$ cat src/rtl/seg_scan_decoder.sv
// Decodes a multiplexed 6-digit common-anode 7-segment scan into a binary value.
// Optional `SEG_DEC_ERR_EN rejects frames containing unknown segment patterns.
module seg_scan_decoder #(
    parameter int unsigned STABLE_CNT = 4
) (
    input  logic        sys_clk,
    input  logic        sys_rst_n,
    input  logic [5:0]  sel,
    input  logic [7:0]  seg,
    output logic [19:0] data,
    output logic [5:0]  point,
    output logic        sign,
    output logic        frame_valid,
    output logic        err,
    output logic [1:0]  dbg_state
);

    typedef enum logic [1:0] {
        COLLECT = 2'd0,
        CONVERT = 2'd1,
        DONE    = 2'd2
    } state_t;

    // Capture fires on the edge where the dwell counter steps onto STABLE_CNT-1.
    localparam logic [7:0] CAP_AT = 8'(STABLE_CNT - 2);

    state_t          state_q, state_d;
    logic [5:0]      prev_sel_q;
    logic [7:0]      prev_seg_q;
    logic [7:0]      dwell_q, dwell_d;
    logic [5:0][7:0] slot_q, slot_d;
    logic [5:0][7:0] snap_q, snap_d;
    logic [5:0]      seen_q, seen_d;
    logic            pend_q, pend_d;
    logic [2:0]      step_q, step_d;
    logic [19:0]     acc_q, acc_d;
    logic [5:0]      pnt_acc_q, pnt_acc_d;
    logic            sgn_acc_q, sgn_acc_d;
    logic [19:0]     data_q, data_d;
    logic [5:0]      point_q, point_d;
    logic            sign_q, sign_d;
    logic            fv_q, fv_d;
`ifdef SEG_DEC_ERR_EN
    logic            inv_acc_q, inv_acc_d;
    logic            err_q, err_d;
`endif

    logic            one_hot;
    logic            stable;
    logic            cap;
    logic [5:0]      seen_upd;
    logic            start;
    logic [7:0]      cur;

    function automatic logic [3:0] dec_digit(input logic [6:0] p);
        case (p)
            7'h40:   dec_digit = 4'd0;
            7'h79:   dec_digit = 4'd1;
            7'h24:   dec_digit = 4'd2;
            7'h30:   dec_digit = 4'd3;
            7'h19:   dec_digit = 4'd4;
            7'h12:   dec_digit = 4'd5;
            7'h02:   dec_digit = 4'd6;
            7'h78:   dec_digit = 4'd7;
            7'h00:   dec_digit = 4'd8;
            7'h10:   dec_digit = 4'd9;
            default: dec_digit = 4'd0;
        endcase
    endfunction

`ifdef SEG_DEC_ERR_EN
    function automatic logic dec_valid(input logic [6:0] p);
        case (p)
            7'h40, 7'h79, 7'h24, 7'h30, 7'h19,
            7'h12, 7'h02, 7'h78, 7'h00, 7'h10,
            7'h7F, 7'h3F: dec_valid = 1'b1;
            default:      dec_valid = 1'b0;
        endcase
    endfunction
`endif

    always_comb begin
        one_hot  = (sel != 6'd0) && ((sel & (sel - 6'd1)) == 6'd0);
        stable   = one_hot && (sel == prev_sel_q) && (seg == prev_seg_q);
        dwell_d  = stable ? ((dwell_q == 8'hFF) ? dwell_q : dwell_q + 8'd1) : 8'd0;
        cap      = stable && (dwell_q == CAP_AT);
        seen_upd = seen_q | (cap ? sel : 6'd0);
        slot_d   = slot_q;
        for (int i = 0; i < 6; i++) begin
            if (cap && sel[i]) slot_d[i] = seg;
        end

        state_d   = state_q;
        seen_d    = seen_upd;
        pend_d    = pend_q;
        snap_d    = snap_q;
        step_d    = step_q;
        acc_d     = acc_q;
        pnt_acc_d = pnt_acc_q;
        sgn_acc_d = sgn_acc_q;
        data_d    = data_q;
        point_d   = point_q;
        sign_d    = sign_q;
        fv_d      = 1'b0;
        start     = 1'b0;
        cur       = snap_q[5];
`ifdef SEG_DEC_ERR_EN
        inv_acc_d = inv_acc_q;
        err_d     = 1'b0;
`endif

        case (state_q)
            COLLECT: begin
                if (seen_upd == 6'h3F || pend_q) start = 1'b1;
            end
            CONVERT: begin
                // Snapshot shifts left so the most significant slot is always at [5].
                acc_d     = acc_q * 20'd10 + {16'd0, dec_digit(cur[6:0])};
                pnt_acc_d = {pnt_acc_q[4:0], ~cur[7]};
                sgn_acc_d = sgn_acc_q | (cur[6:0] == 7'h3F);
                snap_d    = {snap_q[4:0], 8'hFF};
`ifdef SEG_DEC_ERR_EN
                inv_acc_d = inv_acc_q | ~dec_valid(cur[6:0]);
`endif
                step_d    = step_q + 3'd1;
                if (step_q == 3'd5) state_d = DONE;
                if (seen_upd == 6'h3F) pend_d = 1'b1;
            end
            DONE: begin
`ifdef SEG_DEC_ERR_EN
                if (inv_acc_q) begin
                    err_d = 1'b1;
                end else begin
                    data_d  = acc_q;
                    point_d = pnt_acc_q;
                    sign_d  = sgn_acc_q;
                    fv_d    = 1'b1;
                end
`else
                data_d  = acc_q;
                point_d = pnt_acc_q;
                sign_d  = sgn_acc_q;
                fv_d    = 1'b1;
`endif
                if (seen_upd == 6'h3F || pend_q) start = 1'b1;
                else state_d = COLLECT;
            end
            default: state_d = COLLECT;
        endcase

        if (start) begin
            state_d   = CONVERT;
            snap_d    = slot_d;
            seen_d    = 6'd0;
            pend_d    = 1'b0;
            step_d    = 3'd0;
            acc_d     = 20'd0;
            pnt_acc_d = 6'd0;
            sgn_acc_d = 1'b0;
`ifdef SEG_DEC_ERR_EN
            inv_acc_d = 1'b0;
`endif
        end
    end

    always_ff @(posedge sys_clk or negedge sys_rst_n) begin
        if (!sys_rst_n) begin
            state_q    <= COLLECT;
            prev_sel_q <= 6'd0;
            prev_seg_q <= 8'hFF;
            dwell_q    <= 8'd0;
            slot_q     <= {6{8'hFF}};
            snap_q     <= {6{8'hFF}};
            seen_q     <= 6'd0;
            pend_q     <= 1'b0;
            step_q     <= 3'd0;
            acc_q      <= 20'd0;
            pnt_acc_q  <= 6'd0;
            sgn_acc_q  <= 1'b0;
            data_q     <= 20'd0;
            point_q    <= 6'd0;
            sign_q     <= 1'b0;
            fv_q       <= 1'b0;
`ifdef SEG_DEC_ERR_EN
            inv_acc_q  <= 1'b0;
            err_q      <= 1'b0;
`endif
        end else begin
            state_q    <= state_d;
            prev_sel_q <= sel;
            prev_seg_q <= seg;
            dwell_q    <= dwell_d;
            slot_q     <= slot_d;
            snap_q     <= snap_d;
            seen_q     <= seen_d;
            pend_q     <= pend_d;
            step_q     <= step_d;
            acc_q      <= acc_d;
            pnt_acc_q  <= pnt_acc_d;
            sgn_acc_q  <= sgn_acc_d;
            data_q     <= data_d;
            point_q    <= point_d;
            sign_q     <= sign_d;
            fv_q       <= fv_d;
`ifdef SEG_DEC_ERR_EN
            inv_acc_q  <= inv_acc_d;
            err_q      <= err_d;
`endif
        end
    end

    assign data        = data_q;
    assign point       = point_q;
    assign sign        = sign_q;
    assign frame_valid = fv_q;
    assign dbg_state   = state_q;
`ifdef SEG_DEC_ERR_EN
    assign err         = err_q;
`else
    assign err         = 1'b0;
`endif

endmodule

$ cat config.mk
export PLATFORM = sky130hd
export DESIGN_NAME = seg_scan_decoder
export DESIGN_NICKNAME = d
export VERILOG_FILES = /design/src/rtl/seg_scan_decoder.sv
export SDC_FILE = /design/constraint.sdc
export NUM_CORES = 1
export LEC_CHECK = 0
export CAP_MARGIN = 10
export CORE_UTILIZATION = 40
export DETAILED_ROUTE_END_ITERATION = 12
export PLACE_DENSITY = 0.67
export SKIP_CTS_REPAIR_TIMING = 1
export SYNTH_ARGS = -nofsm -noshare
export SYNTH_HDL_FRONTEND = slang
export SYNTH_SLANG_ARGS = --single-unit
$ cat constraint.sdc
create_clock -name sys_clk -period 4.6 [get_ports sys_clk]
set_input_delay 0.69 -clock sys_clk [delete_from_list [all_inputs] [get_ports sys_clk]]
set_output_delay 0.69 -clock sys_clk [all_outputs]
set_load 0.02 [all_outputs]
==> impl_metrics.yaml <==
outcome:
  run_status: "completed"
final_layout:
  stdcell_area_mm2: 0.0103
  layout.cells.most_common: "dfstp_2"
  final_core_density_pct: 46.8
  n_antenna_cell: 0
  fin_nets: 840
  flow.area_growth_from_synthesis_pct: 14.7
  most_frequent_cells_in_the_layout: "104 x dfstp_2, 81 x dfrtp_1, 75 x mux2_2, 44 x clkdlybuf4s50_1"
  final_layout_size_suffix_gt1_share_pct: 29.9
drt:
  num_vias: 5858
  route.final.wire_length_um: 18600
  detail_route.iter0.violations: 380
  postRouteAntennaNets: 0
  routed_via_density: 5.44
  detail_route.wl_per_cell_um: 17.3
  detail_route.drc_violations: 0
  dr.pass1.iters: 5
place:
  hpwlAfterDp_um: 11900
  place_area_mm2: 0.00972
  dp_worst_setup_slack_ps: 690
  gpl.final_weighted_congestion: 0.782
  port_buffers: 45
clock_tree:
  ctsRootBufferMaster: "clkbuf_16"
  htree_levels: 4
  cts_clk_pin_slew_worst_paths_ps: 70
  tritoncts.num_buffers: 17
  cts_tree: "done"
  clkLatencyLatePin_ps: 430
  numClockSinks: 185
  ctsLongestPathBuffers: 2
power_and_ir_drop:
  report.power.total_uw: 3090
  power_per_cell_area_mw_per_mm2: 301
  total_leakage_power_uw: 0.00431
  max-vdd-ir-drop_uv: 176
synth:
  register_area_share_after_synthesis_pct: 53.2
  syn_nets: 799
  netlist_instances: 743
  ys_ff_latch: 185
  mappedNetlistArea_mm2: 0.00894
  postSynth.asyncResetShare_pct: 100
  synth_area_per_cell_um2: 12.0
  synth-edff-count: 0
  synthesis.yosys.warnings: 0
  ys.flop_type: "dfstp_2"
  synth_cell_types: 63
worst_setup_path:
  critPathRequiredTime_ps: 4870
  r2r-start: "acc_q[1]"
  timing.critical_path.arrival_ps: 4010
  critical_path_cell_sequence: "ha_1 -> ha_1 -> fa_1 -> a211oi_1 -> o21ai_0 -> a221oi_1 -> o211ai_1 -> a21oi_1 -> xnor2_1 -> nand4_1 -> xnor2_1 -> o21ai_0"
  critPathBufInv: 0
  timing.critical_path.from: "acc_q[1]"
  path_delay_family: "compound AO/OA/AOI/OAI gates"
  critical_path.endpoint: "acc_q[19]"
  worst-r2r-setup-slack_ps: 870
  timing.critical_path.from_type: "register"
  worstSetupEndpointType: "register"
  timing.setup.critical_path_class: "reg2reg"
  crit_path_max_fanout: 5
  critPathMaxStageDelay_ps: 580
  crit_path_top_delay_cell: "a221oi_1"
  timing.rr.end: "acc_q[19]"
  r2r_cells: 12
  critical_path_cell_count: 12
floorplan:
  starting_utilization_of_the_core_area_pct: 40.8
  die_area_mm2: 0.0230
  die_width_um: 151
  die_height_um: 151
  pin_count: 47
  placement_rows: 54
  core_region_area_mm2: 0.0219
sta:
  timing.slew.headroom_pct: 38.7
  actual_transition_at_the_worst_max_transition_pin_ps: 919
  tns_ps: 0
  setup_ws_ps: 866
  setup_viol: 0
  rsz_0062_raised_after_global_routing: "false"
  fin_worst_skew_ps: 7.40
  post_route_minimum_period_ps: 3730
  report.final.slew_viol_count: 0
  period_share_pct: 81.2
  timing_hold_violations_final: 0
  clock.fmax_mhz: 268
global_routing:
  grt_use_total_pct: 17.5
  groute.layer.met1.usage_pct: 26.1
  global_route.usage.met3_pct: 3.14
  globalRoute.totalOverflow: 0
  grt_pass1_vias: 5783
  grt_util_met2_pct: 26.2
  grt_first_pass_wirelength_um: 31100
  largest_net_degree_at_the_start_of_global_routing: 118
  top_usage_layer: "met2"
  grt_antenna_before_repair: 0
worst_hold_path:
  min-delay-path-class: "in2async"
job:
  max_cap_violations: 0
## area by class of cell
type / instances / area (um2)
Tap cell: 280 / 350
Multi-Input combinational cell: 509 / 3980
Inverter: 10 / 37.5
Timing Repair Buffer: 61 / 587
Fill cell: 1959 / 11600
Clock inverter: 9 / 62.6
Clock buffer: 22 / 474
Sequential cell: 185 / 4760
## power breakdown
| part | total, uW | leakage (uW) | internal (uW) | switching, uW |
|---|---|---|---|---|
| sequential | 1640 | 0.00202 | 1640 | 2.98 |
| combinational | 83.0 | 0.00202 | 25.4 | 57.6 |
| clock | 1360 | 0.000272 | 736 | 628 |
## cells by family (layout without fill, tap and decap cells)
logic type	count (synthesis)	after routing	share of synthesized area, %
AND/OR/NAND/NOR	213	213	12.8
flip-flops	185	185	53.2
AO/OA/AOI/OAI	128	128	11.1
multiplexers	76	76	9.56
XOR/XNOR	51	51	5.00
buffers and inverters	49	102	2.48
adder cells (fa/ha/maj)	40	40	5.77
other	1	1	0.0419
## cells in the mapped netlist, types with 2 or more instances
cell type / number / area [um2]
o22ai_1: 2 / 12.5
a211oi_1: 4 / 30.0
nor3_1: 16 / 80.1
nand4_1: 9 / 56.3
a31oi_1: 2 / 12.5
o21a_1: 2 / 15.0
buf_2: 12 / 60.1
inv_1: 10 / 37.5
nor4_1: 3 / 18.8
o21ai_0: 36 / 180
o311a_1: 2 / 20.0
nand2b_1: 3 / 18.8
and3_1: 42 / 263
a221o_1: 41 / 410
xor2_1: 20 / 175
nand3_1: 35 / 175
nor2_1: 42 / 158
nand3b_1: 2 / 15.0
and2_1: 12 / 75.1
nor3b_1: 2 / 15.0
buf_4: 2 / 15.0
nor2b_1: 4 / 25.0
nand2_1: 31 / 116
mux2_2: 75 / 845
a21o_1: 8 / 60.1
dfstp_2: 104 / 2730
fa_1: 2 / 40.0
ha_1: 38 / 475
dfrtp_1: 81 / 2030
buf_1: 2 / 7.51
nor4_4: 2 / 42.5
xnor2_1: 31 / 272
clkbuf_1: 21 / 78.8
buf_6: 2 / 22.5
or3_1: 2 / 12.5
a21oi_1: 14 / 70.1
## per-stage QoR
step                hold slack (ps)  instances
floorplan                       394        743
global placement                468       1045
detailed placement              473       1045
CTS                             439       1076
global route                    510       1076
finish                          424       1076
## flip-flops by register name, summed over array words and instances, names as in the netlist
| register | count |
|---|---|
| point | 6 |
| sgn_acc_q | 1 |
| data | 20 |
| frame_valid | 1 |
| acc_q | 20 |
| dwell_q | 8 |
| prev_sel_q | 6 |
| cur | 8 |
| pend_q | 1 |
| dbg_state | 2 |
| pnt_acc_q | 6 |
| prev_seg_q | 8 |
| sign | 1 |
| step_q | 3 |
| slot_q | 48 |
| seen_q | 6 |
| snap_q | 40 |
## layer usage
metal  wire length, um  share of wire (%)
met1              9260                 50
met2              8620                 46
met3               538                2.9
met4               157               0.85
met5                 0                  0
## how the worst min path moves through the flow
stage	depth (start not counted)	slack, ps	end
after floorplan	0	390	acc_q[0]
after global placement	1	470	pend_q
after detailed placement	1	470	pend_q
after CTS	1	440	acc_q[1]
after global routing	1	510	acc_q[1]
final	1	420	seen_q[2]
Note: power is estimated with default switching activity, not from simulation.
